$ cat src/rtl/sd_seq_pkg.sv
// Shared types and constants for the sequence generator slice.
package sd_seq_pkg;

  typedef enum logic [1:0] {
    IDLE = 2'd0,
    RUN  = 2'd1,
    DONE = 2'd2
  } seq_state_e;

  // Galois feedback mask for x^16 + x^14 + x^13 + x^11 + 1 (right-shifting form)
  localparam logic [15:0] LFSR_TAPS = 16'hB400;

endpackage

$ cat src/rtl/sd_seq_gen_if.sv
// Producer-side srdy/drdy handshake bundle.
interface sd_seq_gen_if #(
  parameter int unsigned width = 16
);
  logic             p_srdy;
  logic             p_drdy;
  logic [width-1:0] p_data;

  modport master (output p_srdy, output p_data, input p_drdy);
  modport slave  (input p_srdy, input p_data, output p_drdy);
endinterface

$ cat src/rtl/sd_lfsr16.sv
// 16-bit Galois LFSR that advances only while enabled.
module sd_lfsr16
  import sd_seq_pkg::*;
#(
  parameter logic [15:0] seed = 16'hACE1
) (
  input  logic        clk,
  input  logic        reset_n,
  input  logic        enable,
  output logic [15:0] value
);

  logic [15:0] value_q;
  logic [15:0] value_d;

  // Next-state: shift right, fold taps back in when the output bit is set
  always_comb begin
    value_d = value_q;
    if (enable) begin
      value_d = {1'b0, value_q[15:1]} ^ (value_q[0] ? LFSR_TAPS : '0);
    end
  end

  // State register, restarts from the seed on reset
  always_ff @(posedge clk or negedge reset_n) begin
    if (!reset_n) value_q <= seed;
    else          value_q <= value_d;
  end

  assign value = value_q;

endmodule

$ cat src/rtl/sd_seq_gen.sv
// Arithmetic-sequence producer with LFSR-driven idle insertion.
module sd_seq_gen
  import sd_seq_pkg::*;
#(
  parameter int unsigned width     = 16,
  parameter logic [15:0] lfsr_seed = 16'hACE1
) (
  input  logic              clk,
  input  logic              reset_n,
  input  logic              cfg_start,
  input  logic [15:0]       cfg_len,
  input  logic [width-1:0]  cfg_init,
  input  logic [width-1:0]  cfg_incr,
  input  logic [15:0]       cfg_gap_mask,
  sd_seq_gen_if.master      p,
  output logic              busy,
  output logic              done,
  output logic [31:0]       out_count
);

  seq_state_e       state_q,  state_d;
  logic             srdy_q,   srdy_d;
  logic [width-1:0] data_q,   data_d;
  logic [width-1:0] incr_q,   incr_d;
  logic [15:0]      mask_q,   mask_d;
  logic [15:0]      remain_q, remain_d;
  logic             busy_q,   busy_d;
  logic             done_q,   done_d;
  logic [31:0]      count_q,  count_d;

  logic [15:0] lfsr;
  logic        xfer;

  assign xfer = srdy_q & p.p_drdy;

  sd_lfsr16 #(.seed(lfsr_seed)) u_lfsr (
    .clk     (clk),
    .reset_n (reset_n),
    .enable  (state_q == RUN),
    .value   (lfsr)
  );

  // Sequencer next-state; data_q always holds the item currently offered or next to offer
  always_comb begin
    state_d  = state_q;
    srdy_d   = srdy_q;
    data_d   = data_q;
    incr_d   = incr_q;
    mask_d   = mask_q;
    remain_d = remain_q;
    busy_d   = busy_q;
    done_d   = 1'b0;
    count_d  = count_q;
    unique case (state_q)
      IDLE: begin
        if (cfg_start) begin
          data_d   = cfg_init;
          incr_d   = cfg_incr;
          mask_d   = cfg_gap_mask;
          remain_d = cfg_len;
          if (cfg_len != 16'd0) begin
            state_d = RUN;
            busy_d  = 1'b1;
            srdy_d  = 1'b1;
          end else begin
            state_d = DONE;
            done_d  = 1'b1;
          end
        end
      end
      RUN: begin
        if (xfer) begin
          count_d  = count_q + 32'd1;
          remain_d = remain_q - 16'd1;
          data_d   = data_q + incr_q;
        end
        if (xfer && remain_q == 16'd1) begin
          state_d = DONE;
          busy_d  = 1'b0;
          srdy_d  = 1'b0;
          done_d  = 1'b1;
        end else if (!srdy_q || xfer) begin
          srdy_d = ((lfsr & mask_q) == '0);
        end
      end
      DONE: begin
        state_d = IDLE;
      end
      default: begin
        state_d = IDLE;
        busy_d  = 1'b0;
        srdy_d  = 1'b0;
      end
    endcase
  end

  // All architectural state and registered outputs
  always_ff @(posedge clk or negedge reset_n) begin
    if (!reset_n) begin
      state_q  <= IDLE;
      srdy_q   <= 1'b0;
      data_q   <= '0;
      incr_q   <= '0;
      mask_q   <= '0;
      remain_q <= '0;
      busy_q   <= 1'b0;
      done_q   <= 1'b0;
      count_q  <= '0;
    end else begin
      state_q  <= state_d;
      srdy_q   <= srdy_d;
      data_q   <= data_d;
      incr_q   <= incr_d;
      mask_q   <= mask_d;
      remain_q <= remain_d;
      busy_q   <= busy_d;
      done_q   <= done_d;
      count_q  <= count_d;
    end
  end

  assign p.p_srdy  = srdy_q;
  assign p.p_data  = data_q;
  assign busy      = busy_q;
  assign done      = done_q;
  assign out_count = count_q;

endmodule

$ cat src/flat_wrapper.sv
// flat-port wrapper written by rule: the top's interface ports become plain ports
module sd_seq_gen_flat import sd_seq_pkg::*;
#(
  parameter int unsigned width     = 16,
  parameter logic [15:0] lfsr_seed = 16'hACE1
)
  (clk, reset_n, cfg_start, cfg_len, cfg_init, cfg_incr, cfg_gap_mask, busy, done, out_count, p_p_srdy, p_p_data, p_p_drdy);
  sd_seq_gen_if #(.width(width)) p_i ();
  input  logic clk;
  input  logic reset_n;
  input  logic cfg_start;
  input  logic [15:0] cfg_len;
  input  logic [width-1:0] cfg_init;
  input  logic [width-1:0] cfg_incr;
  input  logic [15:0] cfg_gap_mask;
  output logic busy;
  output logic done;
  output logic [31:0] out_count;
  output wire logic [$bits(p_i.p_srdy)-1:0] p_p_srdy;
  output wire logic [$bits(p_i.p_data)-1:0] p_p_data;
  input wire logic [$bits(p_i.p_drdy)-1:0] p_p_drdy;
  assign p_p_srdy = p_i.p_srdy;
  assign p_p_data = p_i.p_data;
  assign p_i.p_drdy = p_p_drdy;
  sd_seq_gen #(.width(width), .lfsr_seed(lfsr_seed)) u_core (.clk(clk), .reset_n(reset_n), .cfg_start(cfg_start), .cfg_len(cfg_len), .cfg_init(cfg_init), .cfg_incr(cfg_incr), .cfg_gap_mask(cfg_gap_mask), .p(p_i), .busy(busy), .done(done), .out_count(out_count));
endmodule
$ cat config.mk
export PLATFORM = sky130hd
export DESIGN_NAME = sd_seq_gen_flat
export DESIGN_NICKNAME = d
export VERILOG_FILES = /design/src/rtl/sd_seq_pkg.sv /design/src/rtl/sd_seq_gen_if.sv /design/src/rtl/sd_lfsr16.sv /design/src/rtl/sd_seq_gen.sv /design/src/flat_wrapper.sv
export SDC_FILE = /design/constraint.sdc
export NUM_CORES = 1
export LEC_CHECK = 0
export CAP_MARGIN = 40
export CORE_ASPECT_RATIO = 1.75
export CORE_UTILIZATION = 52
export DETAILED_ROUTE_END_ITERATION = 8
export GPL_ROUTABILITY_DRIVEN = 0
export PLACE_DENSITY_LB_ADDON = 0.05
export SLEW_MARGIN = 40
export SYNTH_ARGS = -nofsm -noshare
export SYNTH_HDL_FRONTEND = slang
export SYNTH_SLANG_ARGS = --single-unit
$ cat constraint.sdc
create_clock -name clk -period 3.2 [get_ports clk]
set_clock_uncertainty 0.15 [all_clocks]
set_input_delay 0.64 -clock clk [delete_from_list [all_inputs] [get_ports clk]]
set_output_delay 0.64 -clock clk [all_outputs]
set_load 0.01 [all_outputs]
==> impl_metrics.yaml, run 1 <==
cts:
  tritoncts: "yes"
  cts_num_sinks: 117
  worst_skew_pair.late_latency_ps: 410
  post_cts.repair.setup_buffers: 0
  numCtsBuffers: 17
  cts.reportedPaths.clkPinSlew_ps: 60
  clock_path_buffers: 2
  cts-hold-fix-buffers: 0
  htreeDepth: 4
  ctsResizeCount: 0
  cts-root-buf: "sky130_fd_sc_hd__clkbuf_16"
synth:
  synth_seq_cells: 117
  most_frequent_cell_after_synthesis: "sky130_fd_sc_hd__dfrtp_1"
  netlist_top_cells_area: "sky130_fd_sc_hd__dfrtp_1 (45%), sky130_fd_sc_hd__mux2_2 (6.0%), sky130_fd_sc_hd__nand2_1 (5.8%)"
  synth_area_per_cell_sq_um: 9.854
  post_synth_num_cell_types: 60
  synth_enable_flop_cells: 0
  postSynth.asyncResetShare_pct: 100.0
  synthTopCellsByCount: "sky130_fd_sc_hd__dfrtp_1 (109), sky130_fd_sc_hd__nand2_1 (93), sky130_fd_sc_hd__a21oi_1 (49), sky130_fd_sc_hd__o21ai_0 (46), sky130_fd_sc_hd__nor2_1 (36)"
  yosysTopAreaCellShare_pct: 45.38
  ys_warn_count: 0
  synthCells: 610
  synth_fp_nets: 697
  synth_top_flop_cell: "sky130_fd_sc_hd__dfrtp_1"
  synth_top_area_cell: "sky130_fd_sc_hd__dfrtp_1"
  synth-seq-area-share_pct: 48.88
  synth_area_sq_um: 6011
global_routing:
  antenna_found_initial: 0
  grt.overflow.total: 0
  grt_max_degree: 51
  first_global_vias: 5138
  first_pass_grt_wire_length_um: 24110
  gr-usage-all-layers_pct: 25.57
drt:
  number_of_nets_still_failing_antenna_checks_after_routing: 0
  via_per_instance_ratio: 5.800
  totalWireLength_um: 14760
  wl_per_cell_um: 16.97
  topRoutingLayerUsed: "met4"
  drt_drc_violations_left: 0
  wl_met1_um: 5773
  wl_met3_um: 512
  vias: 5046
  drt_first_pass_iters: 5
  drt_iter0_drc: 266
  met2_length_um: 7936
worst_setup_path:
  critPathMaxFanout: 3
  worstPathArrival_ps: 2780
  cp-end-kind: "flop"
  crit_path_start_kind: "flop"
  worst_path_required_ps: 3330
  criticalPathCategory: "flop to flop"
final_layout:
  area.growth.synth_to_final_pct: 31.68
  area.sequential_sq_um: 2938
  design.final.nets: 812
  multi_input_area_sq_um: 2919
  fill_cells: 894
  diodes: 0
  drive_above_1_share_pct: 12.60
floorplan:
  initial_utilization_pct: 53.83
  placeableCoreArea_sq_um: 11170
  die_area_sq_um: 12010
  die_w_um: 83.27
  io_pins: 119
  core.rowCount: 51
  die_y_um: 144.2
power:
  p_sw_share_pct: 36.30
  max-vdd-ir-drop_mv: 0.5889
  combPwrFrac_pct: 39.6
  intPower_mw: 4.566
  power.switching_mw: 2.602
  power_frac_clock_pct: 27.5
  p_leak_nw: 3.404
  seqPwrFrac_pct: 32.9
  power_density_nw_per_um2: 905.6
placed_design:
  detailed_place_hpwl_um: 10630
  portBuffers: 118
timing:
  hold_violations: 0
  tns_ps: 0
  grt_setup_unrepaired: "false"
  fmax_mhz: 377.7
  final_min_period_over_clock_period_pct: 82.73
  period_minus_slack_ps: 2647
  worst_pin_slew_ps: 696.7
  timing_max_transition_violations_final: 0
  timing.hold.ws_ps: 107.0
  max_slew_margin_pct: 53.12
  setup_violations: 0
min_path:
  worst_hold_path_type: "input port to asynchronous set/reset pin"
job:
  cap_viol_max_count: 0
outcome:
  result_of_the_run: "completed"
## cell usage in the layout, fill, tap and decap left out, drive strengths merged, types with 4 or more instances in the layout
| cell | synthesis | layout |
|---|---|---|
| clkbuf | 19 | 19 |
| inv | 9 | 13 |
| nand4 | 10 | 10 |
| xor2 | 9 | 9 |
| or3 | 4 | 4 |
| o211ai | 4 | 4 |
| mux2i | 4 | 4 |
| o21ai | 46 | 46 |
| and2 | 5 | 5 |
| and4 | 5 | 5 |
| a21o | 4 | 4 |
| nand3 | 22 | 22 |
| mux2 | 32 | 32 |
| buf | 10 | 8 |
| a31oi | 4 | 4 |
| nor2 | 37 | 37 |
| dfrtp | 109 | 109 |
| ha | 18 | 18 |
| and3 | 14 | 14 |
| nand2 | 94 | 94 |
| a22oi | 7 | 7 |
| a21oi | 49 | 49 |
| a211oi | 4 | 4 |
| nor4 | 6 | 6 |
| nor3 | 11 | 11 |
| xnor2 | 33 | 33 |
| dfstp | 8 | 8 |
| clkdlybuf4s50 | 0 | 117 |
## layout make-up
class / count / share of cell area (%)
clock buffers: 19 / 5.596
multi-input cells: 455 / 36.88
flip-flops and latches: 117 / 37.12
inverters: 9 / 0.4268
repair buffers: 125 / 15.71
clock inverters: 13 / 2.181
well taps: 132 / 2.087
## registers in the layout (all words and copies together) (netlist names), 2 cells and up
signal and count:
u_core.out_count 32, u_core.incr_q 16, u_core.mask_q 16, u_core.p.p_data 16
u_core.remain_q 16, u_core.u_lfsr.value 16, u_core.state_q 2
## power by group through the flow
stage               Clock [mW]  Combinational [mW]  Sequential [mW]
floorplan                    0                1.93             2.32
global placement             0                2.71             2.35
detailed placement           0                2.82             2.37
CTS                       1.99                2.84             2.35
global route              2.06                3.16             2.42
finish                    1.97                2.84             2.36
## stage by stage
step | utilization [%] | cell area (sq um) | power, mW | setup slack, ps | std cells
after floorplan | - | 6011 | 4.251 | 828.2 | 610
after global placement | 65.37 | 7300 | 5.056 | 536.4 | 838
after detailed placement | 65.37 | 7300 | 5.187 | 493.4 | 838
after CTS | 70.88 | 7915 | 7.183 | 527.5 | 870
after global routing | 70.88 | 7915 | 7.642 | 382.8 | 870
final | 70.88 | 7915 | 7.168 | 552.7 | 870
## critical path, stage by stage (launching register included)
cell,delay (ps)
sky130_fd_sc_hd__dfrtp_1,390
sky130_fd_sc_hd__ha_1,240
sky130_fd_sc_hd__fa_1,430
sky130_fd_sc_hd__a211oi_1,360
sky130_fd_sc_hd__o21ai_0,190
sky130_fd_sc_hd__a21oi_1,290
sky130_fd_sc_hd__o21ai_0,170
sky130_fd_sc_hd__mux2i_1,180
sky130_fd_sc_hd__nand3_1,100
## per-layer routing
layer / vias to the layer above / track usage, %
li1: 2397 / -
met1: 2449 / 27.74
met2: 159 / 46.72
met3: 41 / 5.879
met4: 0 / 12.52
met5: - / 0
## worst paths after layout
| path | from | endpoint | slack (ps) | cells past startpoint |
|---|---|---|---|---|
| setup / recovery | u_core.p.p_data[0]$_DFFE_PN0P_ | u_core.p.p_data[12]$_DFFE_PN0P_ | 550 | 8 |
| hold / removal | reset_n | u_core.out_count[25]$_DFFE_PN0P_ | 110 | 1 |
| setup reg to reg | u_core.p.p_data[0]$_DFFE_PN0P_ | u_core.p.p_data[12]$_DFFE_PN0P_ | 550 | 8 |
| hold reg to reg | u_core.u_lfsr.value[7]$_DFFE_PN1P_ | u_core.u_lfsr.value[6]$_DFFE_PN1P_ | 310 | 2 |
| max in group asynchronous | reset_n | u_core.out_count[4]$_DFFE_PN0P_ | 2020 | 2 |
| min in group clk | u_core.u_lfsr.value[7]$_DFFE_PN1P_ | u_core.u_lfsr.value[6]$_DFFE_PN1P_ | 310 | 2 |
## cell families (layout without fill, tap and decap cells)
logic type / Yosys count / after routing / share of synthesized area [%]
AOI/OAI and AO/OA: 136 / 136 / 13.16
xor gates and xnor gates: 42 / 42 / 6.245
adders and majority gates: 19 / 19 / 4.080
buffers and inverters: 38 / 166 / 2.727
DFF: 117 / 117 / 48.88
muxes: 36 / 36 / 6.661
and+or+nand+nor: 222 / 222 / 18.26
Note: power is estimated with default switching activity, not from simulation.
==> run 2: changes to the inputs <==
--- a/config.mk
+++ b/config.mk
@@ -7,7 +7,7 @@
 export LEC_CHECK = 0
 export CAP_MARGIN = 40
 export CORE_ASPECT_RATIO = 1.75
-export CORE_UTILIZATION = 52
+export CORE_UTILIZATION = 47
 export DETAILED_ROUTE_END_ITERATION = 8
 export GPL_ROUTABILITY_DRIVEN = 0
 export PLACE_DENSITY_LB_ADDON = 0.05
==> constraint.sdc (replaced) <==
create_clock -name clk -period 2.1 [get_ports clk]
set_clock_uncertainty 0.15 [all_clocks]
set_input_delay 0.42 -clock clk [delete_from_list [all_inputs] [get_ports clk]]
set_output_delay 0.42 -clock clk [all_outputs]
set_load 0.01 [all_outputs]
==> run 2 against run 1 <==
Against the previous run:
- the flow now finishes with violations (negative setup slack)
- sequential power up 52%
- die area up 10%
- first-iteration DRC count down 5.3%
- cell count up 14%
- sequential cell count unchanged
- wire length up 12%
- sequential share of layout area down 4.3 points
- register-to-register slack worse by 710 ps
- largest power group unchanged
- via count up 7.0%
- final area up 13%
- worst hold slack better by 150 ps
==> impl_metrics.yaml, run 2 (synthesis gave the netlist of run 1 again) <==
outcome:
  result_of_the_run: "finished with violations"
  violations: "negative setup slack"
drt:
  wl_per_cell_um: 16.65
  via_per_instance_ratio: 5.439
  drt_first_pass_iters: 4
  vias: 5401
  drt_drc_violations_left: 0
  totalWireLength_um: 16530
  drt_iter0_drc: 252
  number_of_nets_still_failing_antenna_checks_after_routing: 0
timing:
  tns_ps: -622.6
  final_min_period_over_clock_period_pct: 107.5
  worst_pin_slew_ps: 369.4
  grt_setup_unrepaired: "true"
  timing_max_transition_violations_final: 0
  setup_violations: 6
  timing.final.ws_setup_ps: -157.6
  hold_violations: 0
  max_slew_margin_pct: 75.11
  fmax_mhz: 442.9
  period_minus_slack_ps: 2258
  timing.hold.ws_ps: 255.1
floorplan:
  placeableCoreArea_sq_um: 12500
  die_w_um: 87.49
  core.rowCount: 54
  initial_utilization_pct: 48.09
  die_area_sq_um: 13260
  io_pins: 119
  die_y_um: 151.6
power:
  intPower_mw: 8.522
  power_density_nw_per_um2: 1461
  combPwrFrac_pct: 48.1
  seqPwrFrac_pct: 27.3
  max-vdd-ir-drop_mv: 0.9928
  p_leak_nw: 3.910
  p_sw_share_pct: 35.00
  post-layout-total-power_mw: 13.11
  power.switching_mw: 4.589
  power_frac_clock_pct: 24.6
cts:
  htreeDepth: 4
  tritoncts: "yes"
  clock_path_buffers: 2
  numCtsBuffers: 17
  cts.reportedPaths.clkPinSlew_ps: 60
  cts-root-buf: "sky130_fd_sc_hd__clkbuf_16"
  worst_skew_pair.late_latency_ps: 410
  cts_num_sinks: 117
final_layout:
  layoutNonFillerInstCount: 993
  area.growth.synth_to_final_pct: 49.25
  final_cell_area_sq_um: 8971
  end_of_flow_core_utilization_pct: 71.77
  mostFrequentLayoutCell: "sky130_fd_sc_hd__clkdlybuf4s50_1"
  largest_reg_flops: 32
  diodes: 0
  design.final.nets: 899
  most_used_cells_in_the_layout_excluding_fill_and_tap_cells: "sky130_fd_sc_hd__clkdlybuf4s50_1 (114), sky130_fd_sc_hd__dfrtp_1 (106), sky130_fd_sc_hd__nand2_1 (93), sky130_fd_sc_hd__buf_4 (89), sky130_fd_sc_hd__a21oi_1 (41)"
  drive_above_1_share_pct: 26.91
worst_setup_path:
  crit_chain: "ha_4, o211ai_1, o211ai_1, nand3_1, and3_1, or4_1, o211ai_1"
  worst_path_required_ps: 2270
  crit_start: "u_core.incr_q[4]$_DFFE_PN0P_"
  critPathMaxFanout: 3
  worst_r2r_endpoint: "u_core.p.p_data[15]$_DFFE_PN0P_"
  worstPathArrival_ps: 2430
  crit_path_start_kind: "flop"
  crit_path_top_delay_cell: "sky130_fd_sc_hd__or4_1"
  r2r-start: "u_core.incr_q[4]$_DFFE_PN0P_"
  r2r_cells: 7
  cp-end-kind: "flop"
  ff2ff_setup_slack_ps: -160
  criticalPathCategory: "flop to flop"
  end_point_of_the_critical_path: "u_core.p.p_data[15]$_DFFE_PN0P_"
  max_stage_delay_ps: 470
  timing.critical_path.mode_cell: "sky130_fd_sc_hd__o211ai_1"
global_routing:
  grt.overflow.total: 0
  first_pass_grt_wire_length_um: 26200
  grt_max_degree: 44
  antenna_found_initial: 0
  first_global_vias: 5502
  gr-usage-all-layers_pct: 26.08
placed_design:
  detailed_place_hpwl_um: 11900
  dp_cells: 944
  placement.setup.worst_slack_ps: -190.7
  dp_area_sq_um: 7994
  portBuffers: 118
min_path:
  worst_hold_path_type: "input port to asynchronous set/reset pin"
job:
  cap_viol_max_count: 0
-- run 2: cell count changes in the layout (fill, tap and decap cells not counted), moves of 4 or more --
cell,delta
sky130_fd_sc_hd__o21ai_2,+5
sky130_fd_sc_hd__a21oi_2,+8
sky130_fd_sc_hd__a21oi_1,-8
sky130_fd_sc_hd__buf_4,+82
sky130_fd_sc_hd__ha_1,-10
sky130_fd_sc_hd__o21ai_0,-9
sky130_fd_sc_hd__a211oi_1,-4
sky130_fd_sc_hd__o21ai_1,+4
sky130_fd_sc_hd__ha_4,+9
-- run 2: layout make-up --
cell class	instances	area, sq um
clock buffer	20	456.7
fill	925	3528
clock inverter	12	200.2
sequential	117	2942
timing repair buffer	212	1939
multi-input combinational	455	3189
inverter	9	33.78
tap	168	210.2
-- run 2: worst min path at each step --
| stage | startpoint | to | slack (ps) | depth (start not counted) |
|---|---|---|---|---|
| floorplan | reset_n | u_core.busy$_DFFE_PN0P_ | -30 | 0 |
| global placement | reset_n | u_core.out_count[26]$_DFFE_PN0P_ | 140 | 1 |
| detailed placement | reset_n | u_core.out_count[26]$_DFFE_PN0P_ | 140 | 1 |
| CTS | reset_n | u_core.out_count[26]$_DFFE_PN0P_ | 240 | 2 |
| global route | reset_n | u_core.out_count[26]$_DFFE_PN0P_ | 280 | 2 |
| finish | reset_n | u_core.out_count[26]$_DFFE_PN0P_ | 260 | 2 |
-- run 2: power by group through the flow --
| stage | sequential, mW | clock (mW) | combinational (mW) |
|---|---|---|---|
| after detailed placement | 3.57 | 0 | 5.39 |
| after global placement | 3.54 | 0 | 5.27 |
| after CTS | 3.57 | 3.27 | 5.87 |
| after floorplan | 3.58 | 0 | 3.25 |
| final | 3.58 | 3.22 | 6.31 |
| after global routing | 3.67 | 3.37 | 6.91 |
-- run 2: layer usage --
metal	up-vias	global-route usage [%]	routed length [um]	share of wire [%]
met4	0	14.10	505	3.1
li1	2570	-	-	-
met3	28	4.171	526	3.2
met2	138	48.24	9242	56
met5	-	0	0	0
met1	2665	27.72	6258	38
-- run 2: critical path, delay by kind of cell (launching register included) --
kind                       cells  cell delay [ps]
AOI/OAI and AO/OA              3              490
and+or+nand+nor                3              810
adders and majority gates      1              290
DFF                            1              420
-- run 2: timing repair --
action / in CTS / in global routing
endpoints found under the hold margin: 80 / 0
pin swaps: 28 / 27
setup buffers: 11 / 8
hold buffers: 1 / 0
endpoints found under the setup margin: 10 / 26
gates resized for setup: 14 / 29
